`src/rtl/mult_div_unit.sv`:
```
// Iterative HI/LO multiply/divide unit for the MIPS datapath: shift-add MULT, restoring DIV.
// Define MDU_SIGNED_EN to add signed MULT/DIV (op[1]); otherwise op[1] is ignored.
module mult_div_unit #(
  parameter int WIDTH = 32
) (
  input  logic             Clk,
  input  logic             Rst_n,
  input  logic             start,
  input  logic [1:0]       op,
  input  logic [WIDTH-1:0] operandA,
  input  logic [WIDTH-1:0] operandB,
  input  logic             hiWrite,
  input  logic             loWrite,
  output logic             busy,
  output logic             done,
  output logic             divByZero,
  output logic [WIDTH-1:0] hi,
  output logic [WIDTH-1:0] lo
);

  localparam int CW = (WIDTH > 1) ? $clog2(WIDTH) : 1;
  localparam logic [CW-1:0] LAST_COUNT = CW'(WIDTH - 1);

  typedef enum logic [1:0] {
    IDLE,
    MUL,
    DIV
  } stateT;

  stateT             state;
  logic [CW-1:0]     counter;
  logic [2*WIDTH-1:0] prodAcc;
  logic [WIDTH-1:0]  mcand;
  logic [WIDTH-1:0]  remAcc;
  logic [WIDTH-1:0]  quotAcc;
  logic [WIDTH-1:0]  divisor;
  logic [WIDTH-1:0]  dividendLatched;

  logic [WIDTH-1:0]   startA;
  logic [WIDTH-1:0]   startB;
  logic [WIDTH:0]     mulSum;
  logic [2*WIDTH-1:0] prodNext;
  logic [WIDTH:0]     divShift;
  logic [WIDTH:0]     divTrial;
  logic               quotBit;
  logic [WIDTH-1:0]   remNext;
  logic [WIDTH-1:0]   quotNext;
  logic [2*WIDTH-1:0] finalProd;
  logic [WIDTH-1:0]   finalQuot;
  logic [WIDTH-1:0]   finalRem;

`ifdef MDU_SIGNED_EN
  logic signA;
  logic signB;
  logic negProd;
  logic negQuot;
  logic negRem;

  // Signed operations run on magnitudes; the most negative value is its own unsigned magnitude.
  always_comb begin
    signA  = op[1] & operandA[WIDTH-1];
    signB  = op[1] & operandB[WIDTH-1];
    startA = signA ? -operandA : operandA;
    startB = signB ? -operandB : operandB;
  end
`else
  logic unusedOpSign;
  assign unusedOpSign = op[1];

  always_comb begin
    startA = operandA;
    startB = operandB;
  end
`endif

  // One shift-add step: the low half of the accumulator holds the remaining multiplier bits.
  always_comb begin
    mulSum   = {1'b0, prodAcc[2*WIDTH-1:WIDTH]} + {1'b0, (prodAcc[0] ? mcand : {WIDTH{1'b0}})};
    prodNext = {mulSum, prodAcc[WIDTH-1:1]};
  end

  // One restoring step: a borrow out of the trial subtract means the quotient bit is zero.
  always_comb begin
    divShift = {remAcc, quotAcc[WIDTH-1]};
    divTrial = divShift - {1'b0, divisor};
    quotBit  = ~divTrial[WIDTH];
    remNext  = quotBit ? divTrial[WIDTH-1:0] : divShift[WIDTH-1:0];
    quotNext = {quotAcc[WIDTH-2:0], quotBit};
  end

  always_comb begin
    finalProd = prodNext;
    finalQuot = quotNext;
    finalRem  = remNext;
`ifdef MDU_SIGNED_EN
    if (negProd) finalProd = -prodNext;
    if (negQuot) finalQuot = -quotNext;
    if (negRem)  finalRem  = -remNext;
`endif
  end

  // Control, iteration and HI/LO update; HI/LO only change at completion or via MTHI/MTLO.
  always_ff @(posedge Clk or negedge Rst_n) begin
    if (!Rst_n) begin
      state           <= IDLE;
      counter         <= '0;
      busy            <= 1'b0;
      done            <= 1'b0;
      divByZero       <= 1'b0;
      hi              <= '0;
      lo              <= '0;
      prodAcc         <= '0;
      mcand           <= '0;
      remAcc          <= '0;
      quotAcc         <= '0;
      divisor         <= '0;
      dividendLatched <= '0;
`ifdef MDU_SIGNED_EN
      negProd         <= 1'b0;
      negQuot         <= 1'b0;
      negRem          <= 1'b0;
`endif
    end else begin
      done <= 1'b0;
      case (state)
        IDLE: begin
          if (start) begin
            state           <= op[0] ? DIV : MUL;
            busy            <= 1'b1;
            divByZero       <= 1'b0;
            counter         <= '0;
            prodAcc         <= {{WIDTH{1'b0}}, startB};
            mcand           <= startA;
            remAcc          <= '0;
            quotAcc         <= startA;
            divisor         <= startB;
            dividendLatched <= operandA;
`ifdef MDU_SIGNED_EN
            negProd         <= signA ^ signB;
            negQuot         <= signA ^ signB;
            negRem          <= signA;
`endif
          end else begin
            if (hiWrite) hi <= operandA;
            if (loWrite) lo <= operandA;
          end
        end

        MUL: begin
          prodAcc <= prodNext;
          counter <= counter + 1'b1;
          if (counter == LAST_COUNT) begin
            hi      <= finalProd[2*WIDTH-1:WIDTH];
            lo      <= finalProd[WIDTH-1:0];
            done    <= 1'b1;
            busy    <= 1'b0;
            counter <= '0;
            state   <= IDLE;
          end
        end

        DIV: begin
          remAcc  <= remNext;
          quotAcc <= quotNext;
          counter <= counter + 1'b1;
          if (counter == LAST_COUNT) begin
            if (divisor == '0) begin
              lo        <= '1;
              hi        <= dividendLatched;
              divByZero <= 1'b1;
            end else begin
              lo <= finalQuot;
              hi <= finalRem;
            end
            done    <= 1'b1;
            busy    <= 1'b0;
            counter <= '0;
            state   <= IDLE;
          end
        end

        default: begin
          state <= IDLE;
          busy  <= 1'b0;
        end
      endcase
    end
  end

endmodule

```
`config.mk`:
```
export PLATFORM = sky130hd
export DESIGN_NAME = mult_div_unit
export DESIGN_NICKNAME = d
export VERILOG_FILES = /design/src/rtl/mult_div_unit.sv
export SDC_FILE = /design/constraint.sdc
export NUM_CORES = 1
export LEC_CHECK = 0
export CAP_MARGIN = 20
export CORE_MARGIN = 5
export CORE_UTILIZATION = 61
export CTS_BUF_LIST = sky130_fd_sc_hd__clkbuf_8
export DETAILED_ROUTE_END_ITERATION = 8
export GPL_TIMING_DRIVEN = 0
export PLACE_DENSITY_LB_ADDON = 0.05
export SETUP_SLACK_MARGIN = 0.3
export SYNTH_ARGS = -nofsm -noshare
export SYNTH_HDL_FRONTEND = slang
export SYNTH_SLANG_ARGS = --single-unit
export TNS_END_PERCENT = 100
```
`constraint.sdc`:
```
create_clock -name Clk -period 4.72 [get_ports Clk]
set_input_delay 1.18 -clock Clk [delete_from_list [all_inputs] [get_ports Clk]]
set_output_delay 1.18 -clock Clk [all_outputs]
set_load 0.005 [all_outputs]
```
# Word level (Yosys, flattened, before mapping)
# Cells that the tools add are included.
[word_totals] reg_bits=266 word_cells=78
[classes] addsub=3 n_eq_ne=11 n_mux=36 bitwise=1 reduce_logical=15
[ops] cell="2-to-1 mux 32 bit" n=14
[ops] cell="one-hot mux 32 bit (3 select lines)" n=2
[ops] cell="one-hot mux 32 bit (2 select lines)" n=2
[ops] cell="one-hot mux 64 bit (2 select lines)" n=1
[ops] cell="2-to-1 mux 64 bit" n=1
[ops] cell="adder 32 x 32 -> 33 bit" n=1
[ops] cell="subtractor 33 x 32 -> 33 bit" n=1
[ops] cell="zero test 32 bit" n=1
[ops] cell="!= test 2 bit, second input constant" n=7
[ops] cell="2-to-1 mux 5 bit" n=2
[ops] cell="one-hot mux 5 bit (2 select lines)" n=1
[ops] cell="AND reduction 2 bit" n=5
[ops] cell="AND reduction 5 bit" n=2
[ops] cell="2-to-1 mux 1 bit" n=7
[ops] cell="2-to-1 mux 2 bit" n=3
[ops] cell="nonzero test 2 bit" n=3
[ops] cell="adder 5 x 1 -> 5 bit, second input constant" n=1
[ops] cell="equality test 5 bit, second input constant" n=1
[ops] cell="one-hot mux 1 bit (2 select lines)" n=2
[ops] cell="one-hot mux 2 bit (2 select lines)" n=1
[ops] cell="AND reduction 4 bit" n=1
[ops] cell="nonzero test 3 bit" n=1
[ops] cell="equality test 2 x 1 -> 1 bit, second input constant" n=1
[ops] cell="equality test 2 bit, second input constant" n=1
[ops] cell="4 further kinds" n=4

# Logic depth before layout (Yosys ltp)
[depth] ltp_word=5 ltp_mapped=14 depth_no_buf=12

# Worst setup path before layout
# OpenSTA, ideal clock, no wires.
[synth_path] path_kind="flip-flop to flip-flop" start="register prodAcc[0]" end="register hi[15]" t_arrival_ns=3.034 path_slack_ns=1.608 stages_incl_launch_ff=14 period_less_slack_ns=3.112 path_cell_list="dfrtp_1 -> clkbuf_1 -> and2_1 -> ha_1 -> fa_1 -> a21oi_1 -> o211a_1 -> o211ai_1 -> a21boi_0 -> o21ai_0 -> a2111o_1 -> a41oi_1 -> nor2_1 -> o2bb2ai_1"
[synth_between] elab_chain_cells=4
[synth_lines] element="start, declared" line="32" rtl="logic [2*WIDTH-1:0] prodAcc;"
[synth_lines] element="start signal, assigned" line="132" rtl="prodAcc <= {{WIDTH{1'b0}}, startB};"
[synth_lines] element="start signal, assigned" line="150" rtl="prodAcc <= prodNext;"
[synth_lines] element="2-to-1 mux 32 bit" line="78" rtl="mulSum = {1'b0, prodAcc[2*WIDTH-1:WIDTH]} + {1'b0, (prodAcc[0] ? mcand : {WIDTH{1'b0}})};"
[synth_lines] element="adder 32 x 32 -> 33 bit" line="78"
[synth_lines] element="2-to-1 mux 32 bit" line="152" rtl="if (counter == LAST_COUNT) begin"
[synth_lines] element="one-hot mux 32 bit (3 select lines)" line="125" rtl="case (state)"
[synth_lines] element="end signal, assigned" line="144" rtl="if (hiWrite) hi <= operandA;"
[synth_lines] element="end signal, assigned" line="153" rtl="hi <= finalProd[2*WIDTH-1:WIDTH];"
[synth_lines] element="end signal, assigned" line="169" rtl="hi <= dividendLatched;"
[synth_lines] element="end, declared" line="17" rtl="output logic [WIDTH-1:0] hi,"
# No other way between the ends. The select of a mux whose other input is x is not followed.
# A chain may end at the register's enable or synchronous reset.

# Final worst setup path
[layout_path] start="register divisor[0]" end="register hi[22]"
[layout_between] elab_chain_cells=5 elab_cells_between_ends=6 classes_between="1 x add/sub; 4 x mux; 1 x reduce/logical"
[layout_lines] element="start, declared" line="36" rtl="logic [WIDTH-1:0] divisor;"
[layout_lines] element="start signal, assigned" line="136" rtl="divisor <= startB;"
[layout_lines] element="subtractor 33 x 32 -> 33 bit" line="85" rtl="divTrial = divShift - {1'b0, divisor};"
[layout_lines] element="2-to-1 mux 32 bit" line="87" rtl="remNext = quotBit ? divTrial[WIDTH-1:0] : divShift[WIDTH-1:0];"
[layout_lines] element="2-to-1 mux 32 bit *" line="167" rtl="if (divisor == '0) begin"
[layout_lines] element="2-to-1 mux 32 bit *" line="166" rtl="if (counter == LAST_COUNT) begin"
[layout_lines] element="one-hot mux 32 bit (3 select lines) *" line="125"
[layout_lines] element="end signal, assigned" line="144"
[layout_lines] element="end signal, assigned" line="169"
[layout_lines] element="end signal, assigned" line="173" rtl="hi <= finalRem;"
# Every way passes the cells marked *; elsewhere a longest branch is shown, timed or not. The select of a mux whose other input is x is not followed.

==> reports/qor.txt <==
WL/cell - 24.7 microns
Hold WS - 0.478 ns
Post-synth EDFFs - 0
Net Count, Synth - 1983
Min-Delay Path Class - flip-flop to flip-flop
flops & latches, synth - 266
pwr/cell area - 632 nW/um^2
CTS resizes - 0
Post-DP Area - 18200 sq um
Arr. time, crit path - 4.50 ns
routed wire length - 59.1 mm
CTS Hold Bufs - 0
Initial Util - 62.3%
Final period util - 85.9%
crit start category - flip-flop
area share of the largest cell type after synthesis - 40.8%
DR iter-0 viols - 2143
io pins - 138
largest stage delay on the critical path - 0.57 ns
Crit. End Element - flip-flop
Layout Area Growth over Synthesis - 16.7%
area of the core - 26200 sq um
top cells by count, synth - nand2_1, dfrtp_1, o21ai_0
Max-cap violations - 0
number of fillers in the final layout - 2067
Synth Flop Type - dfrtp_1
initial antenna violation count - 0
routability congestion estimate - 0.981
die width - 174 microns
layout net count - 2170
Max H-tree Level - 2
Slew @ Worst Pin - 1.14 ns
Tot GR Track Use - 38.5%
depth of the most critical reg-to-reg path - 13
detailed placer's ending HPWL - 45.0 mm
port bufs - 136
Clock Latency Late Sink - 0.58 ns
status - finished, final reports clean
Max IR drop VDD - 0.377 mV
number of remaining DRC errors - 0
final std cells w/o fill - 2395
vias - 15.9k
worst path required time - 5.17 ns
count leader, synth - nand2_1
cell area after synthesis - 16300 sq um
Worst path most repeated cell - buf_6
share of flip-flops with an asynchronous set or reset - 100%
Final Skew - 0.0213 ns
largest net degree at the start of global routing - 122
share of cells above drive strength 1 - 8.21%
Peak Freq - 247 MHz
synth top area cells - dfrtp_1, o21ai_0, nand2_1
Sink Count - 266
Max FO, Critical Path - 10
Flop pwr share - 32.9%
combinational power share - 49.7%
Avg Cell Area, Syn - 8.87 sq um
Max Buffers Root-to-Sink - 3
register area - 6660 sq um
multi-input logic area - 8930 sq um
Slew Viols, Final - 0
row count - 59
DR pass1 iterations - 6
sw frac - 45.0%
clock slew at reported path FFs - 0.07 ns
Via density - 6.63
CTS tree - done
internal power - 6620 uW
gr ovfl total - 0
Sw Pwr - 5420 uW
CP Class - flip-flop to flip-flop
RSZ-0062 raised after global routing - false
register area share after synthesis - 40.8%
fin area - 19000 sq um
number of CTS-inserted buffers - 46
YS warnings - 0
worst path cell trace - ha_1, fa_1, nand2b_1, a211oi_1, nor2_1, o21ai_1, a21oi_4, xnor2_4, buf_6, buf_6, mux2i_1, a21oi_1, nand3b_1
Netlist cell types - 74
Mapped Cells - 1840
Routed Antenna Nets - 0
die area - 30100 sq um
# Post-CTS Setup Buffers - 0
first-pass GRT wire length - 90.3 mm
Die Y - 174 microns
slowest stage cell on the critical path - o21ai_1
final worst path period need - 4.05 ns
Root Buffer - clkbuf_8
clock power share - 17.4%
Lkg Pwr - 0.00835 uW
Final Hold Viols - 0
Final setup viols - 0
Inst Count DP - 2314
leading area contributor after synthesis - dfrtp_1
Slew HR - 23.7%
Min-Delay Path Depth - 1
vias in the first global route - 15.6k
==> critical path: cells and delay by family (launching register included) <==
kind,cells,cell delay [ns]
AOI/OAI and AO/OA,4,1.11
adders and majority gates,2,0.67
and+or+nand+nor,3,0.49
muxes,1,0.47
DFF,1,0.45
buffers and inverters,2,0.44
xor gates and xnor gates,1,0.28
==> metrics by stage <==
step	setup TNS, ns	setup slack, ns	util (%)	power, uW
2_1_floorplan	0	1.61	-	7370
3_3_place_gp	-2409.59	-9.09	69.1	9540
3_5_place_dp	0	0.549	69.3	9710
4_1_cts	0	0.747	72.7	11800
5_1_grt	0	0.524	72.7	12700
6_report	0	0.667	72.7	12000
==> per-layer routing <==
| layer | routed length (microns) | GRT usage, % |
|---|---|---|
| met4 | 3580 | 18.7 |
| met3 | 6260 | 7.92 |
| met2 | 25500 | 58.3 |
| met5 | 0 | 0 |
| met1 | 23800 | 53.0 |
==> cell usage in the layout (no fill, tap or decap), drive strengths merged, types with 66 or more instances in the layout <==
cell type	count
a21oi	108
o21ai	235
mux2	66
dfrtp	266
nand2	278
nor2	108
clkbuf	141
inv	78
clkdlybuf4s50	135
ha	70
==> cell type report <==
type                    count  share of cell area, %
multi-input cells        1392                   46.9
flip-flops and latches    266                   34.9
repair buffers            139                   7.49
clock buffers              54                   3.90
plain buffers             122                   2.67
well taps                 335                   2.20
inverters                  60                   1.18
clock inverters            26                  0.742
diodes                      1                 0.0131
==> worst paths after layout <==
kind	from	slack (ns)	to
worst max register to register	divisor[0]$_DFFE_PN0P_	0.67	hi[22]$_DFFE_PN0P_
worst min-delay path	lo[15]$_DFFE_PN0P_	0.48	lo[15]$_DFFE_PN0P_
worst min register to register	lo[15]$_DFFE_PN0P_	0.48	lo[15]$_DFFE_PN0P_
max in group asynchronous	Rst_n	2.78	counter[4]$_DFFE_PN0P_
worst max-delay path	divisor[0]$_DFFE_PN0P_	0.67	hi[22]$_DFFE_PN0P_
min in group asynchronous	Rst_n	0.49	divisor[22]$_DFFE_PN0P_
==> registers in the layout, indices dropped and copies added, names as in the netlist <==
name	count
prodAcc	64
dividendLatched	32
divisor	32
hi	32
lo	32
quotAcc	32
remAcc	32
counter	5
state	2
busy	1
divByZero	1
done	1
==> logic make-up (layout without fill, tap and decap cells) <==
kind of cell | after synthesis | in the layout | synth area share, %
AOI/OAI and AO/OA | 603 | 603 | 23.3
xor gates and xnor gates | 59 | 59 | 3.33
adders and majority gates | 72 | 72 | 5.61
buffers and inverters | 182 | 401 | 4.49
DFF | 266 | 266 | 40.8
muxes | 125 | 125 | 8.17
other | 0 | 1 | 0
and+or+nand+nor | 533 | 533 | 14.3
==> power groups by stage <==
stage | Combinational, uW | Clock (uW) | Sequential [uW]
final | 5980 | 2100 | 3960
after global routing | 6440 | 2190 | 4030
after CTS | 5810 | 2090 | 3910
after detailed placement | 5770 | 0 | 3930
after global placement | 5620 | 0 | 3920
after floorplan | 3660 | 0 | 3700
(Power assumes the default switching activity.)
==> patch (same settings) <==
Add a define of `MDU_SIGNED_EN`.
--- a/src/rtl/mult_div_unit.sv
+++ b/src/rtl/mult_div_unit.sv
@@ -1,5 +1,7 @@
 // Iterative HI/LO multiply/divide unit for the MIPS datapath: shift-add MULT, restoring DIV.
 // Define MDU_SIGNED_EN to add signed MULT/DIV (op[1]); otherwise op[1] is ignored.
+`define MDU_SIGNED_EN
+
 module mult_div_unit #(
   parameter int WIDTH = 32
 ) (
Check against the original RTL: no difference found for any inputs over 4 cycles, from zero or initial values and one cycle with Rst_n low; that may be too few to reach the edited logic, so the function may still have changed.
==> patch against the unedited design <==
  * Setup slack lost 620 ps
  * Design area grew 39%
  * Sequential cell count grew 33
  * Die area grew 31%
  * Wire length grew 58%
  * Synthesized area grew 33%
  * Combinational power grew 87%
  * Power grew 54%
  * Highest routed layer is now met5
==> patch: results (changes against the unedited design) <==
DRT_PRE_ANTENNA_ITERS=7  # +1
LAYOUT.CELL_AREA.NON_FILLER_UM2=26500  # +39%
RUN_STATUS='completed'
GRT_ANTENNA_BEFORE_REPAIR=2  # +2
DR.MAX_LAYER_USED='met5'
FF_TO_FF_PATH_DEPTH=17  # +4
NONCLOCKBUFFERCOUNT=349  # +34%
WORST_SLEW_PIN_SLEW_PS=1210  # +76.7 ps
CLOCKBUFFERCOUNT=68  # +26%
POST_CTS_RESIZED=120  # +120
DRIVE_GT1_SHARE_PCT=13.4  # +5.2 points
PROPORTION_OF_CELL_AREA_OCCUPIED_BY_MULTI_INPUT_GATES_PCT=54.7  # +7.9 points
SYNTH_FP_NETS=2747  # +39%
NONCLOCKINVERTERCOUNT=75  # +25%
PLACEMENT.IO_BUFFERS=137  # +0.74%
ROUTED_VIA_DENSITY=7.11  # +7.3%
GP_CONGESTION=1.11  # +13%
WIRELENGTH_MET1_MM=32.2  # +35%
GRT_USE_MET1_PCT=54.7  # +1.8 points
SYNTH_CELL_TYPES=87  # +18%
DP_HPWL_MM=69.2  # +54%
DETAILROUTE.VIA_COUNT=23797  # +50%
DETAIL_ROUTE.WIRELENGTH_MM=93.3  # +58%
POSTCTSSETUPBUFFERS=28  # +28
CLKCELLAREAFRAC_PCT=4.08  # -0.57 points
MULTI_INPUT_GATES=2069  # +49%
FINAL.FILL_COUNT=2552  # +23%
POWER_LEAKAGE_nW=11.3  # +36%
NUMPLACEDINSTANCES=3201  # +38%
SYNTH_MUX_AREA_SHARE_PCT=4.22  # -4.0 points
TIMING.RR.START='prodAcc[0]$_DFFE_PN0P_'
-- patch: cell count changes after synthesis, moves of 33 or more --
cell,change
o21ai_0,+47
o31ai_1,+54
a221oi_1,+38
a21boi_0,-35
a211oi_1,+43
clkbuf_1,+52
xnor2_1,+106
nor2_1,+108
xor2_1,+63
dfrtp_1,+33
a21oi_1,+66
-- patch: power by group --
| part | switching [mW] | total (mW) | internal (mW) |
|---|---|---|---|
| clock network | 1.21 | 2.55 | 1.34 |
| logic | 7.15 | 11.2 | 4.08 |
| registers | 1.11 | 4.78 | 3.66 |
| total | 9.48 | 18.6 | 9.09 |
-- patch: worst max path at each step --
stage,startpoint,endpoint,slack (ps),depth (start not counted)
3_5_place_dp,remAcc[10]$_DFFE_PN0P_,lo[24]$_DFFE_PN0P_,-1360,21
5_1_grt,prodAcc[0]$_DFFE_PN0P_,hi[24]$_DFFE_PN0P_,-40,16
4_1_cts,prodAcc[0]$_DFFE_PN0P_,hi[31]$_DFFE_PN0P_,70,16
6_report,prodAcc[0]$_DFFE_PN0P_,hi[31]$_DFFE_PN0P_,50,17
2_1_floorplan,prodAcc[0]$_DFFE_PN0P_,hi[29]$_DFFE_PN0P_,260,15
3_3_place_gp,Rst_n,counter[0]$_DFFE_PN0P_,-10480,1
-- patch: cells by family (layout without fill, tap and decap cells) --
logic type / count (synthesis) / after routing
AO/OA/AOI/OAI: 876 / 876
adder cells (fa/ha/maj): 76 / 76
flip-flops: 299 / 299
AND/OR/NAND/NOR: 804 / 804
buffers and inverters: 232 / 518
multiplexers: 87 / 87
XOR/XNOR: 226 / 226
